===== src/rtl/hilo_ctrl.sv =====
// HI/LO register controller: sequences MULT through an external multi-cycle multiplier and services MTHI/MTLO.
// Optional macro HILO_FWD_EN forwards the product onto rd_data during CAPTURE and drops busy one cycle early.
module hilo_ctrl #(
    parameter int MUL_LAT = 18,
    parameter int W       = 16
) (
    input  logic           clk,
    input  logic           rst_n,
    input  logic           op_valid,
    input  logic [1:0]     op_sel,
    input  logic [W-1:0]   rs_data,
    input  logic [W-1:0]   rt_data,
    output logic           op_ready,
    output logic           mul_start,
    output logic [W-1:0]   mul_a,
    output logic [W-1:0]   mul_b,
    input  logic [2*W-1:0] mul_produto,
    input  logic           rd_sel,
    output logic [W-1:0]   rd_data,
    output logic           busy
);

    localparam int CW = (MUL_LAT > 1) ? $clog2(MUL_LAT) : 1;

    localparam logic [1:0] OP_MULT = 2'b00;
    localparam logic [1:0] OP_MTHI = 2'b01;
    localparam logic [1:0] OP_MTLO = 2'b10;

    typedef enum logic [1:0] {
        S_IDLE    = 2'd0,
        S_START   = 2'd1,
        S_WAIT    = 2'd2,
        S_CAPTURE = 2'd3
    } state_t;

    state_t        state_r;
    state_t        state_s;
    logic [CW-1:0] cnt_r;
    logic [CW-1:0] cnt_s;
    logic [W-1:0]  hi_r;
    logic [W-1:0]  lo_r;
    logic [W-1:0]  mul_a_r;
    logic [W-1:0]  mul_b_r;
    logic          mul_start_r;
    logic          busy_r;
    logic          op_ready_r;
    logic          mul_start_s;
    logic          busy_s;
    logic          op_ready_s;
    logic          accept_s;

    assign accept_s = op_valid && op_ready_r && (state_r == S_IDLE);

    // State and cycle-counter register
    always_ff @(posedge clk or negedge rst_n) begin
        if (!rst_n) begin
            state_r <= S_IDLE;
            cnt_r   <= {CW{1'b0}};
        end else begin
            state_r <= state_s;
            cnt_r   <= cnt_s;
        end
    end

    // Next-state and counter logic; the counter saturates at zero
    always_comb begin
        state_s = state_r;
        cnt_s   = cnt_r;
        case (state_r)
            S_IDLE: begin
                if (accept_s && (op_sel == OP_MULT)) begin
                    state_s = S_START;
                end else begin
                    state_s = S_IDLE;
                end
            end
            S_START: begin
                state_s = S_WAIT;
                cnt_s   = CW'(MUL_LAT - 1);
            end
            S_WAIT: begin
                if (cnt_r == {CW{1'b0}}) begin
                    state_s = S_CAPTURE;
                end else begin
                    state_s = S_WAIT;
                    cnt_s   = cnt_r - CW'(1);
                end
            end
            S_CAPTURE: begin
                state_s = S_IDLE;
            end
            default: begin
                state_s = S_IDLE;
                cnt_s   = {CW{1'b0}};
            end
        endcase
    end

    // Output decode from the next state so the handshake outputs come straight from flops
    always_comb begin
        mul_start_s = (state_s == S_START);
        op_ready_s  = (state_s == S_IDLE);
`ifdef HILO_FWD_EN
        busy_s      = (state_s == S_START) || ((state_s == S_WAIT) && (cnt_s != {CW{1'b0}}));
`else
        busy_s      = (state_s == S_START) || (state_s == S_WAIT);
`endif
    end

    // Registered handshake outputs; op_ready resets high because reset lands in IDLE
    always_ff @(posedge clk or negedge rst_n) begin
        if (!rst_n) begin
            mul_start_r <= 1'b0;
            busy_r      <= 1'b0;
            op_ready_r  <= 1'b1;
        end else begin
            mul_start_r <= mul_start_s;
            busy_r      <= busy_s;
            op_ready_r  <= op_ready_s;
        end
    end

    // Operand latch: held from START through CAPTURE since only an IDLE accept reloads it
    always_ff @(posedge clk or negedge rst_n) begin
        if (!rst_n) begin
            mul_a_r <= {W{1'b0}};
            mul_b_r <= {W{1'b0}};
        end else if (accept_s && (op_sel == OP_MULT)) begin
            mul_a_r <= rs_data;
            mul_b_r <= rt_data;
        end else begin
            mul_a_r <= mul_a_r;
            mul_b_r <= mul_b_r;
        end
    end

    // HI/LO: full unsigned product on CAPTURE, direct writes for MTHI/MTLO
    always_ff @(posedge clk or negedge rst_n) begin
        if (!rst_n) begin
            hi_r <= {W{1'b0}};
            lo_r <= {W{1'b0}};
        end else if (state_r == S_CAPTURE) begin
            hi_r <= mul_produto[2*W-1:W];
            lo_r <= mul_produto[W-1:0];
        end else if (accept_s && (op_sel == OP_MTHI)) begin
            hi_r <= rs_data;
        end else if (accept_s && (op_sel == OP_MTLO)) begin
            lo_r <= rs_data;
        end else begin
            hi_r <= hi_r;
            lo_r <= lo_r;
        end
    end

    // Read mux
    always_comb begin
`ifdef HILO_FWD_EN
        if (state_r == S_CAPTURE) begin
            rd_data = rd_sel ? mul_produto[2*W-1:W] : mul_produto[W-1:0];
        end else begin
            rd_data = rd_sel ? hi_r : lo_r;
        end
`else
        rd_data = rd_sel ? hi_r : lo_r;
`endif
    end

    assign op_ready  = op_ready_r;
    assign mul_start = mul_start_r;
    assign busy      = busy_r;
    assign mul_a     = mul_a_r;
    assign mul_b     = mul_b_r;

endmodule


===== config.mk =====
export PLATFORM = sky130hd
export DESIGN_NAME = hilo_ctrl
export DESIGN_NICKNAME = d
export VERILOG_FILES = /design/src/rtl/hilo_ctrl.sv
export SDC_FILE = /design/constraint.sdc
export NUM_CORES = 1
export LEC_CHECK = 0
export CAP_MARGIN = 15
export CELL_PAD_IN_SITES_DETAIL_PLACEMENT = 1
export CELL_PAD_IN_SITES_GLOBAL_PLACEMENT = 1
export CORE_MARGIN = 2
export CORE_UTILIZATION = 34
export DETAILED_ROUTE_END_ITERATION = 8
export PLACE_DENSITY = 0.86
export SYNTH_ARGS = -nofsm -noshare
export SYNTH_HDL_FRONTEND = slang
export SYNTH_SLANG_ARGS = --single-unit
export TNS_END_PERCENT = 1

===== constraint.sdc =====
create_clock -name clk -period 2.34 [get_ports clk]
set_clock_uncertainty 0.2 [all_clocks]
set_input_delay 0.234 -clock clk [delete_from_list [all_inputs] [get_ports clk]]
set_output_delay 0.234 -clock clk [all_outputs]
set_load 0.02 [all_outputs]

==> results of run 1 <==
-- per-layer routing --
metal | share of wire, % | vias to the layer above
li1 | - | 1376
met1 | 42 | 1558
met2 | 50 | 95
met3 | 5.6 | 22
met4 | 2.5 | 0
met5 | 0 | -
-- worst reg2reg max path: stages (launching register included) --
cell	delay [ps]
dfrtp_1	410
inv_1	90
ha_1	260
nand4b_4	180
nor2_8	150
buf_12	190
mux2i_1	100
ha_1	320
-- cell usage after synthesis, drive strengths merged --
cell	n	area share (%)
o211a	1	0.27
and4b	1	0.27
dfrtp	73	49
nor2b	34	5.7
nor3b	2	0.40
a21o	2	0.40
a22o	1	0.23
and2	1	0.17
and3	1	0.17
nand2b	1	0.37
nor3	1	0.13
inv	8	0.80
clkbuf	11	1.1
nand3	1	0.13
ha	7	2.3
nand2	2	0.20
mux2	49	18
nor4b	2	0.64
a21oi	32	4.3
o21ai	35	4.7
nand4b	1	0.64
nor2	2	0.64
dfstp	1	0.70
buf	13	3.3
a31oi	32	5.4
mux2i	2	0.54
-- cell type report --
cell class,instances,area [µm²]
Clock buffer,12,155.1
Clock inverter,4,73.82
Fill cell,1135,5449
Inverter,8,30.03
Multi-Input combinational cell,210,1690
Sequential cell,74,1853
Tap cell,140,175.2
Timing Repair Buffer,134,1366
-- state kept, by name, summed over array words and instances (netlist names) --
name / flops
op_ready: 1
lo_r: 16
mul_start: 1
state_r: 2
busy: 1
hi_r: 16
mul_b: 16
mul_a: 16
cnt_r: 5
-- repair_timing --
action                                 CTS  global route
setup endpoints to repair                0             7
resized for setup                        0             5
endpoints found under the hold margin   36             0
hold buffers                             1             0
-- worst paths after layout --
kind	endpoint	slack, ps
max	rd_data[14]	40
max reg2reg	busy	330
min reg2reg	mul_b[8]	310
min in group clk	lo_r[5]	260
max in group asynchronous	op_ready	1110
min	lo_r[5]	190
-- logic make-up after synthesis --
group / after synthesis
muxes: 51
buffers and inverters: 32
AOI/OAI and AO/OA: 103
and+or+nand+nor: 49
adders and majority gates: 7
DFF: 74
-- power by group --
group / total [mW] / switching (mW) / internal [mW] / leakage (nW)
sequential: 2.22 / 0.347 / 1.88 / 0.909
clock: 1.16 / 0.501 / 0.660 / 0.117
combinational: 3.01 / 1.41 / 1.60 / 1.26
==> results.toml, run 1 <==
[die]
rows = 38
die_h_um = 108.8
start_util_pct = 34.63
io_pins = 121
die_w_um = 108.8
dieArea_um2 = 11850
coreArea_um2 = 10790

[power]
p_leak_nw = 2.286
ir_worst_vdd_uv = 520.7
p_per_area_nw_per_um2 = 1196
totalPowerFinal_mw = 6.389

[sta]
rsz0062_at_grt = "no"
fmax_mhz = 434.5
fin_crit_sh_pct = 98.35
slew_violations = 0
worstMarginPinSlew_ps = 516.2
setup_viol = 0
period_minus_slack_ps = 2301
max-slew-margin-rel_pct = 65.55
tns_ps = 0
hold_ws_ps = 186.0
layout_setup_ws_ps = 38.52
hold_viol_final = 0

[routing]
drc_errors = 0
antenna_left = 0
vias_per_cell = 5.242
initialDrtViolationCount = 65
route.detailed.wl_per_inst_um = 19.14
num_vias = 3051
drt-pass1-iter-count = 4
routed_wl_um = 11140

[cells_and_area]
final_nets = 514
utilization_pct = 49.51
stdcell_area_um2 = 5344
area_growth_pct = 42.99
final_cell_mix = "clkdlybuf4s50_1 (115), dfrtp_1 (73), nor2b_1 (34)"
diodes = 0
drive_gt1_share_pct = 19.23
final_cell_count_no_fill = 582
layout_commonest_cell = "clkdlybuf4s50_1"

[global_routing]
met3_usage_pct = 5.320
antenna_found_initial = 0
grt_use_met1_pct = 23.51
grtUsageMet2_pct = 34.24
first_global_vias = 3490
overflow = 0
grt_max_degree = 39
top_usage_layer = "met2"
grt_use_total_pct = 19.80
grt_pass1_wl_um = 17900

[placement]
place.gp.congestion = 0.7532
place_inst = 564
io_buffers = 120
placed_area_um2 = 5086
pre_cts_slack_ps = -253.6
hpwlAfterDp_um = 7817

[synthesis]
synth_seq_cells = 74
synth_cell_types = 35
synthMuxAreaShare_pct = 18.11
syn-cell-area_um2 = 3737
yosys.area_share.xor_xnor_pct = 0
synth_fa_ha_area_share_pct = 2.343
synthCells = 316
ys_seq_area_share_pct = 49.58
synth_top_family_by_area = "multiplexers"
syn_area_per_cell_um2 = 11.83
yosys_warnings = 0
yosys.area_share.simple_pct = 9.441
synth_compound_area_share_pct = 15.23
synth.net_count = 393

[clock_network]
clock_latency_ps = 350
cts_tree = "done"
cts_num_sinks = 74
numCtsBuffers = 9
postCtsSetupBuffers = 0
cts.clk_slew.worst_paths_ps = 80
clock_path_buffers = 2
cts.htree.levels = 3
cts_root_buf = "clkbuf_8"

[outcome]
status = "finished, final reports clean"

[critical_path]
cp.arrival_ps = 1870
reg2reg_depth = 7
end_kind = "primary output"
start_kind = "input port"
crit_fanout = 11
path_depth = 4
critPathMostFrequentCell = "clkdlybuf4s50_1"
critical_path.max_stage_delay_ps = 540
crit_family = "buffers and inverters"
path_class = "input port to primary output"
slowest_stage = "clkdlybuf4s50_1"
cp-startpoint = "rd_sel"
cp_data_required_time_ps = 1910
path_cells = "clkdlybuf4s50_1 > buf_4 > mux2_2 > clkdlybuf4s50_1"
cp_num_buf_inv = 3
r2r-start = "state_r[1]"

[hold_path]
hp-class = "input port to async pin"

[flow_run]
drv_cap = 0
Note: power is estimated with default switching activity, not from simulation.
==> run 2, diff against run 1 <==
--- a/config.mk
+++ b/config.mk
@@ -5,7 +5,6 @@
 export SDC_FILE = /design/constraint.sdc
 export NUM_CORES = 1
 export LEC_CHECK = 0
-export CAP_MARGIN = 15
 export CELL_PAD_IN_SITES_DETAIL_PLACEMENT = 1
 export CELL_PAD_IN_SITES_GLOBAL_PLACEMENT = 1
 export CORE_MARGIN = 2
==> run 2 against run 1 <==
Compared with the run above: die area is the same; combinational power is essentially flat; worst hold slack gained 3.4 ps; final cell count shrank 0.17%; non-clock buffer count shrank 1; wire length grew 0.11%; register-to-register slack is essentially flat; maximum frequency is essentially flat; first-iteration DRC count grew 14%; critical path type unchanged; largest cell class unchanged; highest routed layer unchanged.
==> results.toml, run 2 (synthesis results as in run 1) <==
[outcome]
status = "finished, final reports clean"

[cells_and_area]
area_growth_pct = 42.85
final_cell_count_no_fill = 581
regArea_um2 = 1853
diodes = 0
layout_commonest_cell = "clkdlybuf4s50_1"
utilization_pct = 49.47
final_cell_mix = "clkdlybuf4s50_1 (115), dfrtp_1 (73), o21ai_0 (33), nor2b_1 (33)"
drive_gt1_share_pct = 19.27
final_nets = 513
stdcell_area_um2 = 5339
nFillCells = 1135
multi_input_area_um2 = 1693

[sta]
slew_violations = 0
worstMarginPinSlew_ps = 682.9
period_minus_slack_ps = 2301
layout_setup_ws_ps = 38.55
fmax_mhz = 434.5
fin_crit_sh_pct = 98.35
rsz0062_at_grt = "no"
hold_viol_final = 0
max-slew-margin-rel_pct = 54.26
setup_viol = 0

[power]
p_leak_nw = 2.282
ir_worst_vdd_uv = 520.0
p_per_area_nw_per_um2 = 1197

[die]
die_h_um = 108.8
rows = 38
io_pins = 121
coreArea_um2 = 10790
start_util_pct = 34.63
die_w_um = 108.8
dieArea_um2 = 11850

[clock_network]
cts_tree = "done"
numCtsBuffers = 9
cts_root_buf = "clkbuf_8"
cts_num_sinks = 74
postCtsSetupBuffers = 0
clock_latency_ps = 350
cts.clk_slew.worst_paths_ps = 80
clock_path_buffers = 2
cts.htree.levels = 3

[routing]
vias_per_cell = 5.239
initialDrtViolationCount = 74
route.detailed.wl_per_inst_um = 19.19
num_vias = 3044
drc_errors = 0
routed_wl_um = 11150
drt-pass1-iter-count = 4
antenna_left = 0

[global_routing]
grt_use_total_pct = 19.80
antenna_found_initial = 0
grt_max_degree = 39
grt_pass1_wl_um = 17900
first_global_vias = 3490
overflow = 0

[critical_path]
end_kind = "primary output"
reg2reg_depth = 7
r2r-start = "state_r[1]"
cp.arrival_ps = 1870
cp_data_required_time_ps = 1910
path_class = "input port to primary output"
start_kind = "input port"
crit_fanout = 11
cp-startpoint = "rd_sel"

[placement]
place.gp.congestion = 0.7532
placed_area_um2 = 5086
hpwlAfterDp_um = 7817
place_inst = 564
io_buffers = 120
pre_cts_slack_ps = -253.6

[flow_run]
drv_cap = 0

[hold_path]
hp-class = "input port to async pin"
-- run 2: worst max-delay path, cell delays in order --
cell	delay [ps]
clkdlybuf4s50_1	490
buf_4	220
mux2_2	370
clkdlybuf4s50_1	540
-- run 2: per-layer routing --
layer,wire length [µm],GRT usage [%],share of wire (%)
met5,0,0,0
met4,278,7.418,2.5
met3,703,5.320,6.3
met2,5505,34.24,49
met1,4663,23.51,42
-- run 2: path summary, 6_finish.rpt --
path | to | slack, ps
worst max-delay path | rd_data[14] | 40
worst min-delay path | lo_r[5] | 190
worst max register to register | busy | 320
worst min register to register | mul_b[8] | 310
max in group asynchronous | op_ready | 1100
min in group clk | lo_r[5] | 260
-- run 2: final cells by class --
class | instances | area share, %
flip-flops and latches | 74 | 34.71
multi-input cells | 210 | 31.71
repair buffers | 133 | 25.45
well taps | 140 | 3.281
clock buffers | 12 | 2.906
clock inverters | 4 | 1.383
inverters | 8 | 0.5625
-- run 2: repair_timing --
item | in CTS | in global routing
endpoints found under the setup margin | 0 | 9
hold buffers | 1 | 0
resized for setup | 0 | 6
endpoints found under the hold margin | 36 | 0
-- run 2: where the power goes --
group          leakage (nW)  switching [mW]  internal [mW]
Clock                 0.117           0.500          0.660
Combinational          1.26            1.41           1.59
Sequential            0.909           0.349           1.88
Total                  2.28            2.26           4.13
-- run 2: stage by stage --
stage	total power [mW]	hold WS [ps]	setup TNS [ps]
floorplan	3.876	-261.6	0
global placement	5.122	31.57	-470.2
detailed placement	5.260	41.37	-2025
CTS	6.451	199.7	0
global route	6.731	224.6	0
finish	6.390	189.4	0
